**config.mk**
```make
export PLATFORM = sky130hd
export DESIGN_NAME = radix16_booth_lut
export DESIGN_NICKNAME = d
export VERILOG_FILES = /design/src/rtl/radix16_booth_lut.sv
export SDC_FILE = /design/constraint.sdc
export NUM_CORES = 1
export LEC_CHECK = 0
export ABC_AREA = 1
export BUFFER_PORTS_ARGS = -buffer_cell sky130_fd_sc_hd__buf_2
export CAP_MARGIN = 20
export CORE_AREA = 10 10 47 49
export CTS_BUF_LIST = sky130_fd_sc_hd__clkbuf_4
export CTS_CLUSTER_SIZE = 20
export DETAILED_ROUTE_END_ITERATION = 8
export DIE_AREA = 0 0 57 59
export SYNTH_ARGS = -nofsm -noshare
export SYNTH_HDL_FRONTEND = slang
export SYNTH_SLANG_ARGS = --single-unit
```
**constraint.sdc**
```tcl
create_clock -name Clk -period 1.2 [get_ports Clk]
set_clock_uncertainty 0.2 [all_clocks]
set_input_delay 0.18 -clock Clk [delete_from_list [all_inputs] [get_ports Clk]]
set_output_delay 0.18 -clock Clk [all_outputs]
set_load 0.03 [all_outputs]
```
**src/rtl/radix16_booth_lut.sv**
```systemverilog
// Radix-16 Booth recoder: maps a 5-bit overlapping multiplier window to sign + magnitude (0..8).
// Optional one-hot select output enabled by defining RADIX_LUT_ONEHOT_EN.
module radix16_booth_lut #(
  parameter int OUT_REG = 1
) (
  input  logic       Clk,
  input  logic       Reset,
  input  logic       In_Valid,
  input  logic [4:0] Radix,
  output logic       Out_Valid,
  output logic       Sign,
  output logic [3:0] Out,
  output logic       Zero
`ifdef RADIX_LUT_ONEHOT_EN
  ,
  output logic [8:0] Sel
`endif
);

  logic signed [4:0] digit;
  logic [3:0]        dec_out;
  logic              dec_sign;
  logic              dec_zero;
  logic [8:0]        dec_sel;

  // The top four bits read as a signed nibble give -8*r4+4*r3+2*r2+r1; the overlap bit adds r0.
  always_comb begin
    digit    = $signed({Radix[4], Radix[4:1]}) + $signed({4'b0000, Radix[0]});
    dec_out  = digit[4] ? 4'(-digit) : digit[3:0];
    dec_sign = Radix[4];
    dec_zero = (dec_out == 4'd0);
    dec_sel  = 9'b000000001 << dec_out;
  end

  generate
    if (OUT_REG != 0) begin : g_reg
      logic [8:0] sel_q;

      // Sign keeps Radix[4] literally, so 11111 leaves as a negative zero.
      always_ff @(posedge Clk or posedge Reset) begin
        if (Reset) begin
          Out_Valid <= 1'b0;
          Sign      <= 1'b0;
          Out       <= 4'd0;
          Zero      <= 1'b1;
          sel_q     <= 9'b000000001;
        end else begin
          Out_Valid <= In_Valid;
          if (In_Valid) begin
            Sign  <= dec_sign;
            Out   <= dec_out;
            Zero  <= dec_zero;
            sel_q <= dec_sel;
          end
        end
      end

`ifdef RADIX_LUT_ONEHOT_EN
      assign Sel = sel_q;
`endif
    end else begin : g_comb
      assign Out_Valid = In_Valid;
      assign Sign      = dec_sign;
      assign Out       = dec_out;
      assign Zero      = dec_zero;
`ifdef RADIX_LUT_ONEHOT_EN
      assign Sel       = dec_sel;
`endif
    end
  endgenerate

endmodule

```
# Yosys cells after proc, flatten, opt, wreduce, memory -nomap -nowiden
# Index checks and enable logic that the tools add are counted.
dict set report word_totals {
  reg_bits 7
  out_inout_bits 7
  elab_cells 8
}
dict set report classes {
  add_sub_neg 2
  muxes 1
  reduce_logical 1
}
# operator count
set op_table {}
lappend op_table {{adder 4 x 2 -> 5 bit} 1}
lappend op_table {{zero test 4 bit} 1}
lappend op_table {{two-way mux 4 bit} 1}
lappend op_table {{negator 4 bit} 1}

# Depth between registers and ports, before layout
# Gate-level depths: netlist of the first run.
dict set report logic_depth {
  word_depth 4
  mapped_depth 11
  mapped_depth_nobuf 11
}

# Least setup slack after synthesis of the first run
# No wires, ideal clock.
dict set report synth_path {
  path_type {input to register}
  startpoint {input port Radix[0]}
  endpoint {register Zero}
  setup_time_ns 0.060
  t_arrival_ns 1.319
  required_ns 0.940
  path_slack_ns -0.379
  cell_stages 9
  path_buffers 0
  path_cell_list {ha_1 ha_1 inv_1 ha_1 nand3_1 nand3_1 nor2_1 nand2_1 nand2_1}
}
dict set report synth_via {
  elab_chain_len 4
}
# item line
set synth_lines {}
lappend synth_lines {{start, declared} 9} ;# input logic [4:0] Radix,
lappend synth_lines {{adder 4 x 2 -> 5 bit (*)} 28} ;# digit = $signed({Radix[4], Radix[4:1]}) + $signed({4'b0000, Radix[0]});
lappend synth_lines {{negator 4 bit} 29} ;# dec_out = digit[4] ? 4'(-digit) : digit[3:0];
lappend synth_lines {{two-way mux 4 bit (*)} 29}
lappend synth_lines {{zero test 4 bit (*)} 31} ;# dec_zero = (dec_out == 4'd0);
lappend synth_lines {{end signal, assigned} 52} ;# Zero <= dec_zero;
lappend synth_lines {{end, declared} 13} ;# output logic Zero
# Mark *: on every way between the ends. The rest lies on a longest branch, timed or not.
# A chain may end at the register's enable or synchronous reset.

# Worst setup path after layout of the first run
dict set report layout_path {
  startpoint {input port Radix[1]}
  endpoint {register Zero}
}
# Same word-level chain as after synthesis.

==> flow_metrics.env, run 1 <==
export IMPL_cp_max_fo=2
export IMPL_crit_slowest_cell="ha_4"
export IMPL_cts_tree="built"
export IMPL_ys_flop_type="dfrtp_1"
export IMPL_critPathCaptureType="flip-flop"
export IMPL_via_per_inst=4.46
export IMPL_synth_edf_count=0
export IMPL_met3_usage=0.0236
export IMPL_drcViolationCount=0
export IMPL_crit_arrival_ns=1.31
export IMPL_clockBufferDepth=2
export IMPL_critical_path_max_stage_delay_ns=0.26
export IMPL_synth_seq_cells=7
export IMPL_cpMostUsedCell="ha_4"
export IMPL_max_clock_freq_ghz=0.758
export IMPL_rsz0062_at_grt="true"
export IMPL_startpoint_type="input pin"
export IMPL_synthCells=56
export IMPL_synth_area_leaders="dfrtp_1 36%, nand2_1 14%, ha_1 9.0%"
export IMPL_place_area_um2=601
export IMPL_async_flop_share=1.00
export IMPL_root_buffer="clkbuf_4"
export IMPL_r2r_slack_ns=0.26
export IMPL_cts_sinks=7
export IMPL_grt_busiest_layer="met2"
export IMPL_powerDensity_nw_per_um2=1120
export IMPL_synth_fp_nets=67
export IMPL_cts_buffers=3
export IMPL_relSlewSlack=0.825
export IMPL_first_global_vias=491
export IMPL_synth_top_area_share=0.359
export IMPL_hold_path_class="in2reg"
export IMPL_die_w_um=57
export IMPL_startpoint="Radix[1]"
export IMPL_crit_cells=12
export IMPL_criticalPathCategory="in2reg"
export IMPL_synth_most_common_cell="nand2_1"
export IMPL_ios=15
export IMPL_grt_pass1_wl_mm=1.99
export IMPL_rr_worst_depth=3
export IMPL_core_rowCount=14
export IMPL_n_antenna_cell=0
export IMPL_clk_pin_slew_worst_paths_ns=0.05
export IMPL_layout_setup_ws_ns=-0.119
export IMPL_maxSlewViolCount=0
export IMPL_nets=95
export IMPL_r2r_start="Out[1]"
export IMPL_min_from="In_Valid"
export IMPL_crit_chain="buf_6 -> ha_4 -> ha_4 -> inv_2 -> ha_4 -> inv_4 -> nand2_2 -> nand3_2 -> nand2_2 -> nor2_1 -> nand2_1 -> nand2_1"
export IMPL_synth_top_area_cell="dfrtp_1"
export IMPL_die_h_um=59
export IMPL_syn2layout_area_growth_pct=70.7
export IMPL_drive_gt1_frac=0.518
export IMPL_antenna_found_initial=0
export IMPL_dp_slack_ns=-0.418
export IMPL_grt_usage=0.0729
export IMPL_postRouteWirelength_mm=1.16
export IMPL_clock_latency_ns=0.24
export IMPL_instances_no_fill=99
export IMPL_endpoint="Zero"
export IMPL_peakVddDrop_uv=301
export IMPL_final_cell_area_um2=713
export IMPL_cp_buffers_inverters=3
export IMPL_avgSynthCellArea_um2=7.46
export IMPL_dpl_hpwl_um=941
export IMPL_dp_cells=91
export IMPL_synth_area_um2=418
export IMPL_ant_nets=0
export IMPL_setup_viol=5
export IMPL_post_route_period_util=1.10
export IMPL_worst_slew_pin_slew_ns=0.261
export IMPL_port_buffers=14
export IMPL_met2_usage=0.124
export IMPL_synth_distinct_cells=13
export IMPL_violations="negative setup slack"
export IMPL_setup_tns_ns=-0.288
export IMPL_place_congestion=0.684
export IMPL_initial_core_util=0.298
export IMPL_vias=442
export IMPL_core_um2=1400
export IMPL_r2r_end="Out[1]"
export IMPL_critPathTopFamily="adder cells"
export IMPL_yosys_warnings=0
export IMPL_final_hold_violation_count=0
export IMPL_grt_max_degree=8
export IMPL_cp_required_ns=1.19
export IMPL_wire_per_inst_um=11.7
export IMPL_drt_iter0_drc=8
export IMPL_yosys_top_cells_count="16 x nand2_1, 8 x inv_1, 7 x nor2_1"
export IMPL_cap_viol_max_count=0
export IMPL_grt_overflow=0
export IMPL_yosysSeqAreaShare=0.422
export IMPL_status="finished, violations left"
export IMPL_die_area_um2=3360
export IMPL_total_power_mw=0.796
export IMPL_firstDrtPassIters=4
export IMPL_globalRouteMet1Util=0.0707
export IMPL_p_leak_nw=0.365
export IMPL_fin_crit_ns=1.32
export IMPL_htreeDepth=1
[worst min-delay path by stage]
| stage | slack [ns] | to | cells past startpoint |
|---|---|---|---|
| final | 0.04 | Out_Valid | 2 |
| after global routing | 0.03 | Out_Valid | 2 |
| after CTS | 0.01 | Out_Valid | 2 |
| after detailed placement | -0.08 | Out[2] | 2 |
| after global placement | -0.08 | Out_Valid | 2 |
| after floorplan | -0.22 | Out[0] | 1 |
[layout make-up]
cell class | instances | area, µm²
flip-flops and latches | 7 | 176
repair buffers | 23 | 173
clock buffers | 4 | 30.0
well taps | 16 | 20.0
fillers | 150 | 688
inverters | 9 | 36.3
multi-input cells | 40 | 278
[power breakdown]
| group | switching [mW] | internal (mW) |
|---|---|---|
| Sequential | 0.0147 | 0.265 |
| Combinational | 0.162 | 0.130 |
| Clock | 0.0758 | 0.149 |
| Total | 0.253 | 0.544 |
[timing repair]
action / CTS / global route
setup endpoints to repair: 6 / 8
buffers inserted: 1 / 1
hold buffers: 2 / 0
cloned: 0 / 0
resized for setup: 7 / 8
endpoints found under the hold margin: 8 / 0
pin swaps: 8 / 0
[cell families after synthesis]
group,Yosys count,share of synthesized area
DFF,7,0.422
adders and majority gates,3,0.0898
AOI/OAI and AO/OA,3,0.0419
buffers and inverters,9,0.0808
and+or+nand+nor,34,0.365
[through the flow]
stage	hold slack, ns	util
global placement	-0.0834	0.429
CTS	0.0121	0.490
finish	0.0382	0.509
global route	0.0350	0.509
floorplan	-0.217	-
detailed placement	-0.0838	0.429
[registers in the layout (all words and copies together), names as in the netlist]
name       cells
Out_Valid      1
Sign           1
Zero           1
Out            4
[layout by cell type, fill, tap and decap left out]
master,n
buf_4,9
buf_2,8
ha_4,3
o21ai_0,1
dlygate4sd3_1,2
nand3_1,1
clkbuf_4,4
nor2_1,6
dfstp_2,1
nand2_1,14
nor2_2,1
nor2_4,1
buf_6,4
dfrtp_1,6
nand2_2,4
nand3_2,5
inv_2,2
inv_1,6
inv_4,1
nand4_1,2
a31oi_1,2
[per-layer routing]
| layer | share of wire | wire length, µm | up-vias |
|---|---|---|---|
| met5 | 0 | 0 | - |
| met1 | 0.41 | 476 | 189 |
| met3 | 0.084 | 97 | 2 |
| met4 | 0.020 | 23 | 0 |
| li1 | - | - | 232 |
| met2 | 0.48 | 562 | 19 |
Note: power is estimated with default switching activity, not from simulation.
==> inputs of run 2 (changes only) <==
--- a/config.mk
+++ b/config.mk
@@ -9,7 +9,7 @@
 export BUFFER_PORTS_ARGS = -buffer_cell sky130_fd_sc_hd__buf_2
 export CAP_MARGIN = 20
 export CORE_AREA = 10 10 47 49
-export CTS_BUF_LIST = sky130_fd_sc_hd__clkbuf_4
+export CTS_BUF_LIST = sky130_fd_sc_hd__clkbuf_8
 export CTS_CLUSTER_SIZE = 20
 export DETAILED_ROUTE_END_ITERATION = 8
 export DIE_AREA = 0 0 57 59
==> run 2 against run 1 <==
Net effect:
- the flow still finishes with violations (negative setup slack)
- sequential cell count unchanged
- worst hold slack got worse by 0.023 ns
- routed wire length fell by 2.2%
- combinational power shrank 6%
- non-clock buffer count is 2 lower
- cell area decreased by 1.6%
- final cell count decreased by 2.0%
- critical path type unchanged
- critical endpoint unchanged
- largest power group is now clock
- highest routed layer unchanged
==> flow_metrics.env, run 2 (synthesis gave the netlist of run 1 again) <==
export IMPL_total_power_mw=0.872
export IMPL_worst_slew_pin_slew_ns=0.263
export IMPL_met2_usage=0.118
export IMPL_syn2layout_area_growth_pct=68.0
export IMPL_dp_cells=91
export IMPL_finish_utilization=0.501
export IMPL_cts_tree="built"
export IMPL_ant_nets=0
export IMPL_nets=93
export IMPL_drt_iter0_drc=11
export IMPL_holdPathStages=4
export IMPL_status="finished, violations left"
export IMPL_critical_path_max_stage_delay_ns=0.26
export IMPL_die_area_um2=3360
export IMPL_port_buffers=14
export IMPL_fin_crit_ns=1.34
export IMPL_min_delay_worst_endpoint="Zero"
export IMPL_layout_commonest_cell="nand2_1"
export IMPL_drive_gt1_frac=0.506
export IMPL_cap_viol_max_count=0
export IMPL_core_um2=1400
export IMPL_top_register="Out"
export IMPL_ios=15
export IMPL_final_hold_violation_count=0
export IMPL_cp_required_ns=1.17
export IMPL_p_leak_nw=0.362
export IMPL_vias=436
export IMPL_post_route_period_util=1.11
export IMPL_root_buffer="clkbuf_8"
export IMPL_initial_core_util=0.298
export IMPL_startpoint_type="input pin"
export IMPL_cp_buffers_inverters=3
export IMPL_r2r_start="Zero"
export IMPL_postRouteWirelength_mm=1.14
export IMPL_instances_no_fill=97
export IMPL_r2r_slack_ns=0.30
export IMPL_die_w_um=57
export IMPL_setup_viol=5
export IMPL_layout_setup_ws_ns=-0.137
export IMPL_min_from="In_Valid"
export IMPL_globalRouteMet1Util=0.0682
export IMPL_grt_overflow=0
export IMPL_max_clock_freq_ghz=0.748
export IMPL_critPathTopFamily="adder cells"
export IMPL_r2r_end="Zero"
export IMPL_crit_slowest_cell="ha_4"
export IMPL_cp_max_fo=2
export IMPL_maxSlewViolCount=0
export IMPL_final_cell_mix="14 x nand2_1, 10 x buf_2, 7 x inv_1, 7 x buf_4"
export IMPL_antenna_found_initial=0
export IMPL_rr_worst_depth=2
export IMPL_drcViolationCount=0
export IMPL_place_congestion=0.684
export IMPL_cts_buffers=3
export IMPL_grt_max_degree=8
export IMPL_crit_chain="buf_6 -> ha_4 -> ha_4 -> inv_2 -> ha_4 -> inv_4 -> nand2_2 -> nand3_2 -> nand2_2 -> nor2_1 -> nand2_1 -> nand2_1"
export IMPL_rsz0062_at_grt="true"
export IMPL_grt_busiest_layer="met2"
export IMPL_grt_pass1_wl_mm=1.95
export IMPL_dpl_hpwl_um=941
export IMPL_powerDensity_nw_per_um2=1240
export IMPL_criticalPathCategory="in2reg"
export IMPL_crit_arrival_ns=1.31
export IMPL_setup_tns_ns=-0.327
export IMPL_grt_usage=0.0733
export IMPL_relSlewSlack=0.824
export IMPL_core_rowCount=14
export IMPL_clock_latency_ns=0.22
export IMPL_peakVddDrop_uv=346
export IMPL_violations="negative setup slack"
export IMPL_wire_per_inst_um=11.7
export IMPL_met3_usage=0.0322
export IMPL_critPathCaptureType="flip-flop"
export IMPL_n_antenna_cell=0
export IMPL_htreeDepth=1
export IMPL_first_global_vias=471
export IMPL_crit_cells=12
export IMPL_firstDrtPassIters=3
export IMPL_die_h_um=59
export IMPL_via_per_inst=4.49
export IMPL_largest_reg_flops=4
export IMPL_cpMostUsedCell="ha_4"
export IMPL_clk_pin_slew_worst_paths_ns=0.04
export IMPL_hold_path_class="in2reg"
export IMPL_cts_sinks=7
export IMPL_clockBufferDepth=2
==> run 2: changes by cell type in the layout (fill, tap and decap cells not counted) <==
cell / change
buf_6: -1
buf_4: -2
inv_1: +1
clkbuf_4: -4
buf_2: +2
dlygate4sd3_1: -1
clkbuf_8: +3
==> run 2: how the worst max path moves through the flow <==
stage | endpoint | slack [ns] | startpoint
floorplan | Zero | -0.22 | Radix[0]
global placement | Zero | -0.41 | Radix[0]
detailed placement | Zero | -0.42 | Radix[0]
CTS | Zero | -0.14 | Radix[1]
global route | Zero | -0.19 | Radix[0]
finish | Zero | -0.14 | Radix[1]
==> run 2: area by class of cell <==
cell class | count | area (µm²)
fill | 150 | 699
multi-input combinational | 40 | 278
sequential | 7 | 176
timing repair buffer | 21 | 146
clock buffer | 3 | 41.3
inverter | 9 | 36.3
tap | 16 | 20.0
clock inverter | 1 | 3.75
==> run 2: routing by layer <==
metal | up-vias | part of all wire
li1 | 228 | -
met4 | 0 | 0.021
met1 | 189 | 0.42
met2 | 17 | 0.47
met5 | - | 0
met3 | 2 | 0.083
==> run 2: through the flow <==
step                area, µm²  setup WS (ns)  hold WS [ns]
floorplan                 473         -0.218        -0.217
detailed placement        601         -0.418       -0.0838
CTS                       689         -0.138        0.0125
finish                    702         -0.137        0.0155
global placement          601         -0.405       -0.0834
global route              702         -0.186        0.0427
==> run 2: worst register-to-register path, delay by kind of cell, from the launching register on <==
kind / cells / cell delay, ns
flip-flops: 1 / 0.53
AND/OR/NAND/NOR: 2 / 0.11
==> run 2: report_power, final <==
part / switching, mW / internal, mW / leakage [nW]
sequential: 0.0134 / 0.265 / 0.0804
clock: 0.0987 / 0.221 / 0.0269
combinational: 0.160 / 0.115 / 0.255
total: 0.272 / 0.601 / 0.362
==> run 2: timing repair <==
item / 4_1_cts / 5_1_grt
hold buffers: 1 / 0
cloned: 0 / 0
pin swaps: 8 / 1
endpoints found under the hold margin: 7 / 0
resized for setup: 6 / 5
setup endpoints to repair: 5 / 6
setup buffers: 1 / 0
